==> config.mk <==
export PLATFORM = sky130hd
export DESIGN_NAME = dram_resp
export DESIGN_NICKNAME = d
export VERILOG_FILES = /design/src/rtl/dram_pkg.sv /design/src/rtl/dram_wbuf.sv /design/src/rtl/dram_resp.sv
export SDC_FILE = /design/constraint.sdc
export NUM_CORES = 1
export LEC_CHECK = 0
export ABC_AREA = 1
export ABC_CLOCK_PERIOD_IN_PS = 7600
export CORE_MARGIN = 2
export CORE_UTILIZATION = 63
export CTS_CLUSTER_DIAMETER = 150
export DETAILED_ROUTE_END_ITERATION = 8
export PLACE_DENSITY = 0.87
export SLEW_MARGIN = 20
export SYNTH_ARGS = -nofsm -noshare
export SYNTH_HDL_FRONTEND = slang
export SYNTH_SLANG_ARGS = --single-unit
==> constraint.sdc <==
create_clock -name clk -period 7.6 [get_ports clk]
set_clock_uncertainty 0.05 [all_clocks]
set_input_delay 1.14 -clock clk [delete_from_list [all_inputs] [get_ports clk]]
set_output_delay 1.14 -clock clk [all_outputs]
set_load 0.05 [all_outputs]
==> src/rtl/dram_pkg.sv <==
// Shared state encodings and read-pipeline depth for the DRAM responder.
// Pure definitions; no logic, no latency, no backpressure.
package dram_pkg;

    typedef enum logic {
        ST_INIT = 1'b0,
        ST_RUN  = 1'b1
    } state_t;

    localparam int RD_LAT = 2;

endpackage

==> src/rtl/dram_wbuf.sv <==
// Write buffer FIFO of {addr, data} plus combinational youngest-match lookup; zero-latency lookup.
// Push is ignored when full unless a pop happens the same cycle; pop is ignored when empty.
module dram_wbuf
    import dram_pkg::*;
#(
    parameter int ADDR_WIDTH = 18,
    parameter int DATA_WIDTH = 32,
    parameter int WB_DEPTH   = 4
) (
    input  logic                  clk,
    input  logic                  srstn,
    input  logic                  push,
    input  logic [ADDR_WIDTH-1:0] push_addr,
    input  logic [DATA_WIDTH-1:0] push_dat,
    input  logic                  pop,
    input  logic [ADDR_WIDTH-1:0] lk_addr,
    output logic                  full,
    output logic                  empty,
    output logic [ADDR_WIDTH-1:0] head_addr,
    output logic [DATA_WIDTH-1:0] head_dat,
    output logic                  hit,
    output logic [DATA_WIDTH-1:0] hit_dat
);

    localparam int PW = $clog2(WB_DEPTH);
    localparam int CW = PW + 1;

    logic [ADDR_WIDTH-1:0] ent_addr_q [WB_DEPTH];
    logic [DATA_WIDTH-1:0] ent_dat_q  [WB_DEPTH];
    logic [PW-1:0]         wr_ptr_q, wr_ptr_d;
    logic [PW-1:0]         rd_ptr_q, rd_ptr_d;
    logic [CW-1:0]         cnt_q, cnt_d;
    logic                  push_ok, pop_ok;

    assign full      = (cnt_q == CW'(WB_DEPTH));
    assign empty     = (cnt_q == '0);
    assign head_addr = ent_addr_q[rd_ptr_q];
    assign head_dat  = ent_dat_q[rd_ptr_q];
    assign pop_ok    = pop && !empty;
    assign push_ok   = push && (!full || pop_ok);

    always_comb begin
        wr_ptr_d = wr_ptr_q;
        rd_ptr_d = rd_ptr_q;
        cnt_d    = cnt_q;
        if (push_ok) wr_ptr_d = wr_ptr_q + PW'(1);
        if (pop_ok)  rd_ptr_d = rd_ptr_q + PW'(1);
        if (push_ok && !pop_ok)      cnt_d = cnt_q + CW'(1);
        else if (pop_ok && !push_ok) cnt_d = cnt_q - CW'(1);
    end

    // Walk oldest to youngest so the last (youngest) match wins.
    always_comb begin
        hit     = 1'b0;
        hit_dat = '0;
        for (int i = 0; i < WB_DEPTH; i++) begin
            if ((CW'(i) < cnt_q) && (ent_addr_q[rd_ptr_q + PW'(i)] == lk_addr)) begin
                hit     = 1'b1;
                hit_dat = ent_dat_q[rd_ptr_q + PW'(i)];
            end
        end
    end

    always_ff @(posedge clk or negedge srstn) begin
        if (!srstn) begin
            wr_ptr_q <= '0;
            rd_ptr_q <= '0;
            cnt_q    <= '0;
        end else begin
            wr_ptr_q <= wr_ptr_d;
            rd_ptr_q <= rd_ptr_d;
            cnt_q    <= cnt_d;
        end
    end

    always_ff @(posedge clk) begin
        if (push_ok) begin
            ent_addr_q[wr_ptr_q] <= push_addr;
            ent_dat_q[wr_ptr_q]  <= push_dat;
        end
    end

endmodule

==> src/rtl/dram_resp.sv <==
// DRAM responder on one single-port SRAM: reads return after RD_LAT=2 edges, writes are buffered; optional zero sweep under DRAM_RESP_INIT_CLEAR_EN.
// rdy_data is low until init finishes; a write into a full buffer alongside a read is dropped and flagged on wb_ovf.
module dram_resp
    import dram_pkg::*;
#(
    parameter int DATA_WIDTH = 32,
    parameter int ADDR_WIDTH = 18,
    parameter int WB_DEPTH   = 4
) (
    input  logic                  clk,
    input  logic                  srstn,
    input  logic                  dram_en_rd,
    input  logic [ADDR_WIDTH-1:0] addr_in,
    input  logic                  dram_en_wr,
    input  logic [ADDR_WIDTH-1:0] addr_out,
    input  logic [DATA_WIDTH-1:0] data_out,
    output logic [DATA_WIDTH-1:0] data_in,
    output logic                  dram_valid,
    output logic                  rdy_data,
    output logic                  wb_ovf,
    output logic                  mem_cen,
    output logic                  mem_wen,
    output logic [ADDR_WIDTH-1:0] mem_addr,
    output logic [DATA_WIDTH-1:0] mem_d,
    input  logic [DATA_WIDTH-1:0] mem_q
);

    state_t                  state_q, state_d;
    logic                    mem_cen_q, mem_cen_d;
    logic                    mem_wen_q, mem_wen_d;
    logic [ADDR_WIDTH-1:0]   mem_addr_q, mem_addr_d;
    logic [DATA_WIDTH-1:0]   mem_d_q, mem_d_d;
    logic                    wb_ovf_q, wb_ovf_d;
    logic [RD_LAT-1:0]       pv_q, pv_d;
    logic [RD_LAT-1:0]       ph_q, ph_d;
    logic [RD_LAT-1:0][DATA_WIDTH-1:0] pd_q, pd_d;
    logic [DATA_WIDTH-1:0]   data_in_q, data_in_d;
    logic                    dram_valid_q, dram_valid_d;
`ifdef DRAM_RESP_INIT_CLEAR_EN
    logic [ADDR_WIDTH-1:0]   init_cnt_q, init_cnt_d;
`endif

    logic                    rd_go, wr_go;
    logic                    wb_push, wb_pop, wb_full, wb_empty, wb_hit;
    logic [ADDR_WIDTH-1:0]   wb_head_addr;
    logic [DATA_WIDTH-1:0]   wb_head_dat, wb_hit_dat;

    assign rdy_data   = (state_q == ST_RUN);
    assign rd_go      = rdy_data && dram_en_rd;
    assign wr_go      = rdy_data && dram_en_wr;
    assign data_in    = data_in_q;
    assign dram_valid = dram_valid_q;
    assign wb_ovf     = wb_ovf_q;
    assign mem_cen    = mem_cen_q;
    assign mem_wen    = mem_wen_q;
    assign mem_addr   = mem_addr_q;
    assign mem_d      = mem_d_q;

    dram_wbuf #(
        .ADDR_WIDTH (ADDR_WIDTH),
        .DATA_WIDTH (DATA_WIDTH),
        .WB_DEPTH   (WB_DEPTH)
    ) u_wbuf (
        .clk       (clk),
        .srstn     (srstn),
        .push      (wb_push),
        .push_addr (addr_out),
        .push_dat  (data_out),
        .pop       (wb_pop),
        .lk_addr   (addr_in),
        .full      (wb_full),
        .empty     (wb_empty),
        .head_addr (wb_head_addr),
        .head_dat  (wb_head_dat),
        .hit       (wb_hit),
        .hit_dat   (wb_hit_dat)
    );

    always_comb begin
        state_d    = state_q;
        mem_cen_d  = 1'b0;
        mem_wen_d  = 1'b0;
        mem_addr_d = mem_addr_q;
        mem_d_d    = mem_d_q;
        wb_ovf_d   = wb_ovf_q;
        wb_push    = 1'b0;
        wb_pop     = 1'b0;
`ifdef DRAM_RESP_INIT_CLEAR_EN
        init_cnt_d = init_cnt_q;
`endif
        case (state_q)
            ST_INIT: begin
`ifdef DRAM_RESP_INIT_CLEAR_EN
                mem_cen_d  = 1'b1;
                mem_wen_d  = 1'b1;
                mem_addr_d = init_cnt_q;
                mem_d_d    = '0;
                init_cnt_d = init_cnt_q + ADDR_WIDTH'(1);
                if (&init_cnt_q) state_d = ST_RUN;
`else
                state_d = ST_RUN;
`endif
            end
            ST_RUN: begin
                // The read owns the port; a same-cycle write must wait in the buffer.
                if (rd_go) begin
                    mem_cen_d  = 1'b1;
                    mem_addr_d = addr_in;
                    if (wr_go) begin
                        if (wb_full) wb_ovf_d = 1'b1;
                        else         wb_push  = 1'b1;
                    end
                end else if (!wb_empty) begin
                    mem_cen_d  = 1'b1;
                    mem_wen_d  = 1'b1;
                    mem_addr_d = wb_head_addr;
                    mem_d_d    = wb_head_dat;
                    wb_pop     = 1'b1;
                    wb_push    = wr_go;
                end else if (wr_go) begin
                    mem_cen_d  = 1'b1;
                    mem_wen_d  = 1'b1;
                    mem_addr_d = addr_out;
                    mem_d_d    = data_out;
                end
            end
        endcase
    end

    // Forwarding decision is captured at request time and rides alongside the SRAM access.
    always_comb begin
        pv_d         = {pv_q[RD_LAT-2:0], rd_go};
        ph_d         = {ph_q[RD_LAT-2:0], rd_go && wb_hit};
        pd_d         = {pd_q[RD_LAT-2:0], wb_hit_dat};
        dram_valid_d = pv_q[RD_LAT-1];
        data_in_d    = data_in_q;
        if (pv_q[RD_LAT-1]) begin
            data_in_d = ph_q[RD_LAT-1] ? pd_q[RD_LAT-1] : mem_q;
        end
    end

    always_ff @(posedge clk or negedge srstn) begin
        if (!srstn) begin
            state_q      <= ST_INIT;
            mem_cen_q    <= 1'b0;
            mem_wen_q    <= 1'b0;
            mem_addr_q   <= '0;
            mem_d_q      <= '0;
            wb_ovf_q     <= 1'b0;
            pv_q         <= '0;
            ph_q         <= '0;
            pd_q         <= '0;
            data_in_q    <= '0;
            dram_valid_q <= 1'b0;
`ifdef DRAM_RESP_INIT_CLEAR_EN
            init_cnt_q   <= '0;
`endif
        end else begin
            state_q      <= state_d;
            mem_cen_q    <= mem_cen_d;
            mem_wen_q    <= mem_wen_d;
            mem_addr_q   <= mem_addr_d;
            mem_d_q      <= mem_d_d;
            wb_ovf_q     <= wb_ovf_d;
            pv_q         <= pv_d;
            ph_q         <= ph_d;
            pd_q         <= pd_d;
            data_in_q    <= data_in_d;
            dram_valid_q <= dram_valid_d;
`ifdef DRAM_RESP_INIT_CLEAR_EN
            init_cnt_q   <= init_cnt_d;
`endif
        end
    end

endmodule

==> results of run 1 <==
how the worst max path moves through the flow:
stage | cells past startpoint | slack (ns) | from | endpoint
2_1_floorplan | 9 | 2.96 | dram_en_rd | u_wbuf.ent_addr_q[0][0]$_DFFE_PP_
3_3_place_gp | 10 | 2.79 | dram_en_rd | u_wbuf.ent_addr_q[1][10]$_DFFE_PP_
3_5_place_dp | 10 | 2.69 | dram_en_rd | u_wbuf.ent_dat_q[1][17]$_DFFE_PP_
4_1_cts | 16 | 3.11 | u_wbuf.rd_ptr_q[0]$_DFFE_PN0P_ | pd_d[33]$_DFF_PN0_
5_1_grt | 16 | 2.66 | u_wbuf.rd_ptr_q[0]$_DFFE_PN0P_ | pd_d[38]$_DFF_PN0_
6_report | 16 | 2.95 | u_wbuf.rd_ptr_q[0]$_DFFE_PN0P_ | pd_d[33]$_DFF_PN0_
area by class of cell:
class                   count  area (um2)
clock inverters            22         215
clock buffers              47        1040
flip-flops and latches    362       10100
diodes                      1        2.50
inverters                 212         800
multi-input cells        1889        8260
well taps                 396         495
fillers                  2216        7780
repair buffers            212        2090
cells in the mapped netlist:
master / instances
and3_1: 1
o22ai_1: 1
nor2_4: 2
nor3_1: 3
ha_1: 9
o21bai_1: 1
inv_1: 191
buf_6: 8
nand2_2: 1
o2111ai_1: 16
o211ai_2: 1
nand3b_1: 1
o211ai_1: 38
o21ai_1: 29
o21ai_0: 217
buf_2: 38
nor2_2: 1
nand3_2: 1
clkinv_1: 2
nor2b_1: 1
dfrtp_1: 162
buf_4: 20
nand3_1: 136
nand2b_1: 1
and2_1: 2
xor2_1: 14
inv_2: 19
o311ai_0: 1
edfxtp_1: 200
xnor2_1: 1
nand4_1: 2
clkbuf_1: 75
a21oi_1: 9
or2_2: 2
conb_1: 1
nand2_1: 1092
buf_1: 12
nor2_1: 240
a31oi_1: 64
o21ai_2: 1
state kept, by name, indices dropped and copies added, names as in the netlist:
| register | count |
|---|---|
| u_wbuf.ent_dat_q | 128 |
| u_wbuf.ent_addr_q | 72 |
| data_in | 32 |
| mem_d | 32 |
| pd_d | 32 |
| pd_q | 32 |
| mem_addr | 18 |
| u_wbuf.cnt_q | 3 |
| ph_q | 2 |
| pv_q | 2 |
| u_wbuf.rd_ptr_q | 2 |
| u_wbuf.wr_ptr_q | 2 |
| dram_valid | 1 |
| mem_cen | 1 |
| mem_wen | 1 |
| rdy_data | 1 |
| wb_ovf | 1 |
cell families after synthesis:
family                   share of synthesized area [%]
AO/OA/AOI/OAI                                     10.8
XOR/XNOR                                         0.663
adder cells (fa/ha/maj)                          0.568
buffers and inverters                             7.84
flip-flops                                        50.8
other                                           0.0189
AND/OR/NAND/NOR                                   29.3
layout by cell type (no fill, tap or decap), drive strengths merged, types with 47 or more instances in the layout:
cell type / instances
clkbuf: 47
nand2: 1093
inv: 211
dfrtp: 162
edfxtp: 200
a31oi: 64
nor2: 243
nand3: 137
o21ai: 247
clkdlybuf4s50: 189
routing by layer:
metal  vias up  GRT usage [%]  wire length [um]
met1      8551           47.0             22100
li1       8646              -                 -
met3       177           7.24              7290
met4         0           14.4              1920
met2      1198           55.5             26400
met5         -              0                 0
report_power, final:
| part | switching (mW) | total (mW) | internal (mW) |
|---|---|---|---|
| Clock | 0.784 | 1.87 | 1.08 |
| Combinational | 3.17 | 4.43 | 1.26 |
| Sequential | 0.142 | 2.46 | 2.32 |
| Total | 4.10 | 8.76 | 4.66 |
stage by stage:
step	setup slack (ns)	utilization, %	hold WS (ns)	total power, mW
after floorplan	2.96	-	0.281	5.66
after detailed placement	2.69	70.6	0.285	6.78
after CTS	3.11	74.7	0.310	8.66
after global routing	2.66	74.7	0.316	9.29
final	2.95	74.7	0.312	8.76
after global placement	2.79	70.6	0.283	6.63
==> metrics.yaml, run 1 <==
floorplan:
  core_area_um2: 30700
  io_pins: 191
  rows: 64
  start_util_pct: 64.4
  fp.dieW_um: 181
  die_h_um: 181
  die_area_um2: 32900
placed_design:
  dp.cells: 3071
  placed_area_um2: 21700
  numPortBuffers: 190
  gp_congestion: 0.945
  hpwl_um: 37200
power_and_ir_drop:
  power.density_nw_per_um2: 381
  ir_drop_mv: 0.341
  p_leak_nw: 10.6
sta:
  rsz0062_at_grt: "no"
  fmax_mhz: 215
  slew_viol_final: 0
  max_slew_margin_pct: 27.2
  tns_ns: 0
  tightest_slew_ns: 1.09
  setup-violations-final: 0
  layout_min_cycle_time_ns: 4.65
  hold_viol_final: 0
  period_share_pct: 61.1
setup_path:
  rr_worst_depth: 16
  cpMaxStageDelayCell: "buf_4"
  path_cells: "buf_4, buf_4, nand2_1, nand2_1, nand2_1, o21ai_1, xor2_1, nor2_1, nand2_1, nor2_1, nand2_1, nor2_4, buf_4, nor2_1, nand2_1, nand2_1"
  timing.rr.start: "u_wbuf.rd_ptr_q[0]$_DFFE_PN0P_"
  cpMostUsedCell: "nand2_1"
  critPathLaunchType: "register"
  required_ns: 7.96
  setup.worst_path.end_class: "register"
  crit_type: "register to register"
  critPathMaxStageDelay_ns: 0.84
  regToRegEndpoint: "pd_d[33]$_DFF_PN0_"
  critPathBufInv: 3
  arrival_ns: 5.01
  ff2ff_setup_slack_ns: 2.95
  critPathTopFamily: "buffers and inverters"
  cp_max_fo: 118
global_routing:
  grt_usage_pct: 34.9
  grt_pass1_vias: 17400
  grt_pass1_wl_um: 90100
  antenna_found_initial: 2
  gr-total-overflow: 0
  grt_max_degree: 119
routing:
  ant_nets: 0
  vias: 18600
  postRouteWirelength_um: 57800
  dr.pass1.iters: 8
  first_iter_violations: 2559
  vias_per_cell: 5.91
  wl_per_cell_um: 18.4
  drc: 0
final_layout:
  final_cells: 3141
  drive_above_1_share_pct: 4.48
  fin_area_um2: 23000
  areaGrowthSynthToFinish_pct: 15.9
  layout.nets: 2828
synth:
  ys_seq_area_share_pct: 50.8
  syn_inst: 2616
  yosys.area.top_type: "edfxtp_1"
  netlist_top_cells_area: "edfxtp_1 30%, nand2_1 21%, dfrtp_1 20%, o21ai_0 5.5%, nor2_1 4.5%"
  ys_ff_latch: 362
  syn_area_per_cell_um2: 7.57
  synth.distinct_cells: 40
  synth_nets: 2729
  syn_area_um2: 19800
  yosysWarnings: 0
  synth_top_area_share_pct: 30.3
min_path:
  min_delay_path_depth: 0
  hp-class: "register to register"
  hold_start: "pd_d[37]$_DFF_PN0_"
  hold_end: "pd_q[37]$_DFF_PN0_"
clock_network:
  cts_buffers: 38
  cts_hold_buf: 0
  cts_resized: 0
  cts.sinks: 362
  clock_latency_ns: 0.53
  htreeDepth: 2
  cts_tree: "done"
  cts_max_path_buffers: 3
  clk_pin_slew_worst_paths_ns: 0.06
  cts-root-buf: "clkbuf_16"
  cts_setup_buffers: 0
outcome:
  status: "completed"
flow_run:
  maxCapViolations: 0
Note: power is estimated with default switching activity, not from simulation.
==> run 2: changes to the inputs <==
Settings changed: ABC_CLOCK_PERIOD_IN_PS 7600 to 4150, CORE_UTILIZATION 63 to 53, PLACE_DENSITY 0.87 to 0.78.
Clock period 7.6 ns to 4.15 ns, I/O delays scaled along.
==> metrics.yaml, run 2 (synthesis results as in run 1) <==
outcome:
  status: "completed"
final_layout:
  final_util_pct: 63.3
  layout.nets: 2838
  final_cells: 3224
  regArea_um2: 10100
  drive_above_1_share_pct: 4.68
  mostFrequentLayoutCell: "nand2_1"
  nFillCells: 3037
  layout_common_cells: "1090 x nand2_1, 235 x nor2_1, 217 x o21ai_0"
  multiInputGateArea_um2: 8260
  top_register: "u_wbuf.ent_dat_q"
  reg.largest.list: "u_wbuf.ent_dat_q: 128 flops, u_wbuf.ent_addr_q: 72 flops"
  areaGrowthSynthToFinish_pct: 17.2
  largest_reg_flops: 128
setup_path:
  crit_type: "register to register"
  critPathBufInv: 2
  rr_worst_depth: 14
  crit_cells: 14
  cpMostUsedCell: "nand2_1"
  arrival_ns: 3.81
  required_ns: 4.57
  cpMaxStageDelayCell: "buf_4"
  critPathTopFamily: "simple AND/OR/NAND/NOR gates"
  cp_max_fo: 110
  critPathMaxStageDelay_ns: 0.76
  setup.worst_path.end_class: "register"
  regToRegEndpoint: "pd_d[59]$_DFF_PN0_"
  path_cells: "buf_4, nand2_1, o211ai_1, nand2_1, nand2_1, nand2_1, nor3_1, nand2_1, nor2_4, buf_4, nand3_1, nand2_1, nand2_1, nand2_1"
  critPathLaunchType: "register"
  cp-startpoint: "u_wbuf.rd_ptr_q[0]$_DFFE_PN0P_"
  ff2ff_setup_slack_ns: 0.76
  timing.rr.start: "u_wbuf.rd_ptr_q[0]$_DFFE_PN0P_"
routing:
  dr.pass1.iters: 6
  vias: 17700
  vias_per_cell: 5.49
  drc: 0
  postRouteWirelength_um: 54600
  first_iter_violations: 1669
  ant_nets: 0
  wl_per_cell_um: 16.9
clock_network:
  htreeDepth: 2
  cts_hold_buf: 0
  cts_resized: 0
  clock_latency_ns: 0.55
  clk_pin_slew_worst_paths_ns: 0.06
  cts-root-buf: "clkbuf_16"
  cts_max_path_buffers: 3
  cts_buffers: 39
  cts_setup_buffers: 0
  cts.sinks: 362
  cts_tree: "done"
sta:
  layout_min_cycle_time_ns: 3.39
  tns_ns: 0
  setup_ws_ns: 0.757
  rsz0062_at_grt: "no"
  slew_viol_final: 0
  fin_hold_ws_ns: 0.143
  setup-violations-final: 0
  hold_viol_final: 0
  fmax_mhz: 295
  tightest_slew_ns: 1.06
  max_slew_margin_pct: 29.2
  period_share_pct: 81.8
placed_design:
  numPortBuffers: 190
  gp_congestion: 0.948
  dp.cells: 3152
  dp_slack_ns: 0.904
  hpwl_um: 35200
floorplan:
  start_util_pct: 54.0
  die_h_um: 197
  core_area_um2: 36700
  io_pins: 191
  die_area_um2: 38900
  rows: 70
  fp.dieW_um: 197
global_routing:
  grt_pass1_vias: 16600
  grt_pass1_wl_um: 86400
  grt_max_degree: 129
  grt_usage_pct: 28.2
  gr-total-overflow: 0
  antenna_found_initial: 4
min_path:
  hp-class: "input port to asynchronous set/reset pin"
power_and_ir_drop:
  ir_drop_mv: 0.583
  power.density_nw_per_um2: 687
  p_leak_nw: 10.6
flow_run:
  maxCapViolations: 0
==> run 2: cell types whose count changed in the layout (fill, tap and decap cells not counted), sizes merged <==
cell	previous run	this run
inv	211	214
clkinvlp	4	3
clkbuf	47	52
clkinv	16	12
buf	23	31
==> run 2: power breakdown <==
| part | switching [mW] | total, mW | internal [mW] |
|---|---|---|---|
| sequential | 0.282 | 4.53 | 4.25 |
| clock | 1.46 | 3.47 | 2.01 |
| combinational | 5.61 | 7.93 | 2.32 |
==> run 2: stage by stage <==
step / total power, mW / instance area [um2]
2_1_floorplan: 10.4 / 19800
3_3_place_gp: 12.2 / 21900
3_5_place_dp: 12.4 / 21900
4_1_cts: 15.9 / 23200
5_1_grt: 17.0 / 23200
6_report: 15.9 / 23200
==> run 2: how the worst max path moves through the flow <==
stage,to
finish,pd_d[59]$_DFF_PN0_
global route,pd_d[60]$_DFF_PN0_
CTS,pd_d[58]$_DFF_PN0_
detailed placement,pd_d[59]$_DFF_PN0_
global placement,pd_d[57]$_DFF_PN0_
floorplan,u_wbuf.ent_addr_q[0][0]$_DFFE_PP_
==> run 2: cell type report <==
type / count / share of cell area [%]
sequential: 362 / 43.4
inverter: 212 / 3.44
timing repair buffer: 221 / 9.60
antenna: 1 / 0.0108
clock inverter: 20 / 0.975
tap: 468 / 2.52
multi-input combinational: 1889 / 35.6
clock buffer: 51 / 4.53
==> run 2: layer usage <==
metal	vias up	share of wire (%)	routed length [um]	track usage (%)
met5	-	0	0	0
met4	0	3.1	1720	10.4
met3	129	9.1	4950	4.44
met2	820	45	24700	45.1
met1	8116	42	23200	39.1
li1	8635	-	-	-
==> run 3: changes to the inputs <==
Settings changed: ABC_CLOCK_PERIOD_IN_PS 4150 to 2900.
Clock period 4.15 ns to 2.9 ns, I/O delays scaled along.
==> metrics.yaml, run 3 (synthesis results as in run 1) <==
setup_path:
  ff2ff_setup_slack_ns: 0.14
  cp-endpoint: "pd_d[38]$_DFF_PN0_"
  cpMaxStageDelayCell: "dfrtp_4"
  critPathTopFamily: "simple AND/OR/NAND/NOR gates"
  path_cells: "buf_12, nand2_1, nand3_1, nand2_1, a21oi_1, o211ai_1, nor2_1, nand2_1, nor2_4, buf_12, nand3_1, nand2_1, nand2_1, nand2_1"
  critPathMaxStageDelay_ns: 0.50
  cp_max_fo: 94
  setup.worst_path.end_class: "register"
  arrival_ns: 3.18
  rr_worst_depth: 14
  crit_type: "register to register"
  critPathBufInv: 2
  cpMostUsedCell: "nand2_1"
  regToRegEndpoint: "pd_d[38]$_DFF_PN0_"
  required_ns: 3.32
  critPathLaunchType: "register"
  cp-startpoint: "u_wbuf.rd_ptr_q[0]$_DFFE_PN0P_"
  timing.rr.start: "u_wbuf.rd_ptr_q[0]$_DFFE_PN0P_"
  crit_cells: 14
floorplan:
  rows: 70
  die_h_um: 197
  die_area_um2: 38900
  start_util_pct: 54.0
  io_pins: 191
  fp.dieW_um: 197
  core_area_um2: 36700
final_layout:
  fin_area_um2: 23800
  final_cells: 3261
  top_register: "u_wbuf.ent_dat_q"
  final_util_pct: 64.9
  layout.nets: 2874
  regArea_um2: 10100
  drive_above_1_share_pct: 6.20
  layout_common_cells: "1088 x nand2_1, 234 x nor2_1, 216 x o21ai_0"
  areaGrowthSynthToFinish_pct: 20.3
  largest_reg_flops: 128
  multiInputGateArea_um2: 8290
  mostFrequentLayoutCell: "nand2_1"
  reg.largest.list: "u_wbuf.ent_dat_q: 128 flops, u_wbuf.ent_addr_q: 72 flops"
  nFillCells: 2972
sta:
  fmax_mhz: 362
  setup-violations-final: 0
  layout_min_cycle_time_ns: 2.76
  max_slew_margin_pct: 31.2
  tightest_slew_ns: 1.03
  period_share_pct: 95.2
  hold_viol_final: 0
  setup_ws_ns: 0.140
  slew_viol_final: 0
routing:
  wl_per_cell_um: 17.3
  vias: 18000
  first_iter_violations: 1731
  vias_per_cell: 5.51
  postRouteWirelength_um: 56500
  ant_nets: 0
  drc: 0
  dr.pass1.iters: 6
clock_network:
  htreeDepth: 2
  clk_pin_slew_worst_paths_ns: 0.06
  cts_max_path_buffers: 3
  cts.sinks: 362
  cts_tree: "done"
  clock_latency_ns: 0.55
  cts-root-buf: "clkbuf_16"
  cts_buffers: 39
flow_run:
  maxCapViolations: 0
global_routing:
  grt_max_degree: 127
  antenna_found_initial: 4
  grt_usage_pct: 28.5
  gr-total-overflow: 0
  grt_pass1_vias: 16600
  grt_pass1_wl_um: 87100
power_and_ir_drop:
  p_total_mw: 23.9
  p_leak_nw: 10.9
  power.density_nw_per_um2: 1000
  ir_drop_mv: 0.658
placed_design:
  dp.cells: 3178
  placed_area_um2: 22200
  numPortBuffers: 190
  hpwl_um: 36800
  gp_congestion: 0.926
  dp_slack_ns: 0.0892
min_path:
  hp-class: "register to register"
outcome:
  status: "completed"
-- run 3: layout make-up --
type	count	area share, %
Clock inverter	26	1.39
Antenna cell	1	0.0105
Inverter	212	3.36
Tap cell	468	2.46
Sequential cell	362	42.2
Clock buffer	46	4.38
Multi-Input combinational cell	1890	34.8
Timing Repair Buffer	256	11.4
-- run 3: layer usage --
| metal | track usage, % | routed length, um |
|---|---|---|
| met1 | 39.3 | 24000 |
| met2 | 45.0 | 25200 |
| met3 | 6.03 | 5740 |
| met4 | 9.38 | 1580 |
| met5 | 0 | 34 |
-- run 3: how the worst min path moves through the flow --
| stage | cells after the start | startpoint | slack, ns | end |
|---|---|---|---|---|
| global placement | 0 | pv_q[0]$_DFF_PN0_ | 0.28 | pv_q[1]$_DFF_PN0_ |
| finish | 0 | pd_d[36]$_DFF_PN0_ | 0.29 | pd_q[36]$_DFF_PN0_ |
| floorplan | 0 | srstn | 0.09 | data_in[0]$_DFFE_PN0P_ |
| global route | 0 | pv_q[0]$_DFF_PN0_ | 0.30 | pv_q[1]$_DFF_PN0_ |
| detailed placement | 0 | pv_q[0]$_DFF_PN0_ | 0.28 | pv_q[1]$_DFF_PN0_ |
| CTS | 0 | pd_d[36]$_DFF_PN0_ | 0.29 | pd_q[36]$_DFF_PN0_ |
-- run 3: report_power, final --
part | total (mW) | internal [mW] | leakage [nW] | switching (mW)
clock | 5.28 | 3.22 | 0.669 | 2.06
sequential | 6.51 | 6.09 | 3.81 | 0.424
combinational | 12.1 | 3.73 | 6.46 | 8.34
total | 23.9 | 13.0 | 10.9 | 10.8
-- run 3: per-stage QoR --
step / setup TNS (ns) / hold slack (ns)
after floorplan: -102.99 / 0.0894
after global placement: 0 / 0.284
after detailed placement: 0 / 0.285
after CTS: 0 / 0.288
after global routing: -0.0703 / 0.304
final: 0 / 0.290
-- run 3: repair_timing --
action | CTS | global route
gates resized for setup | 0 | 14
hold endpoints to repair | 63 | 0
hold buffers | 1 | 0
buffers inserted | 0 | 4
setup endpoints to repair | 0 | 32
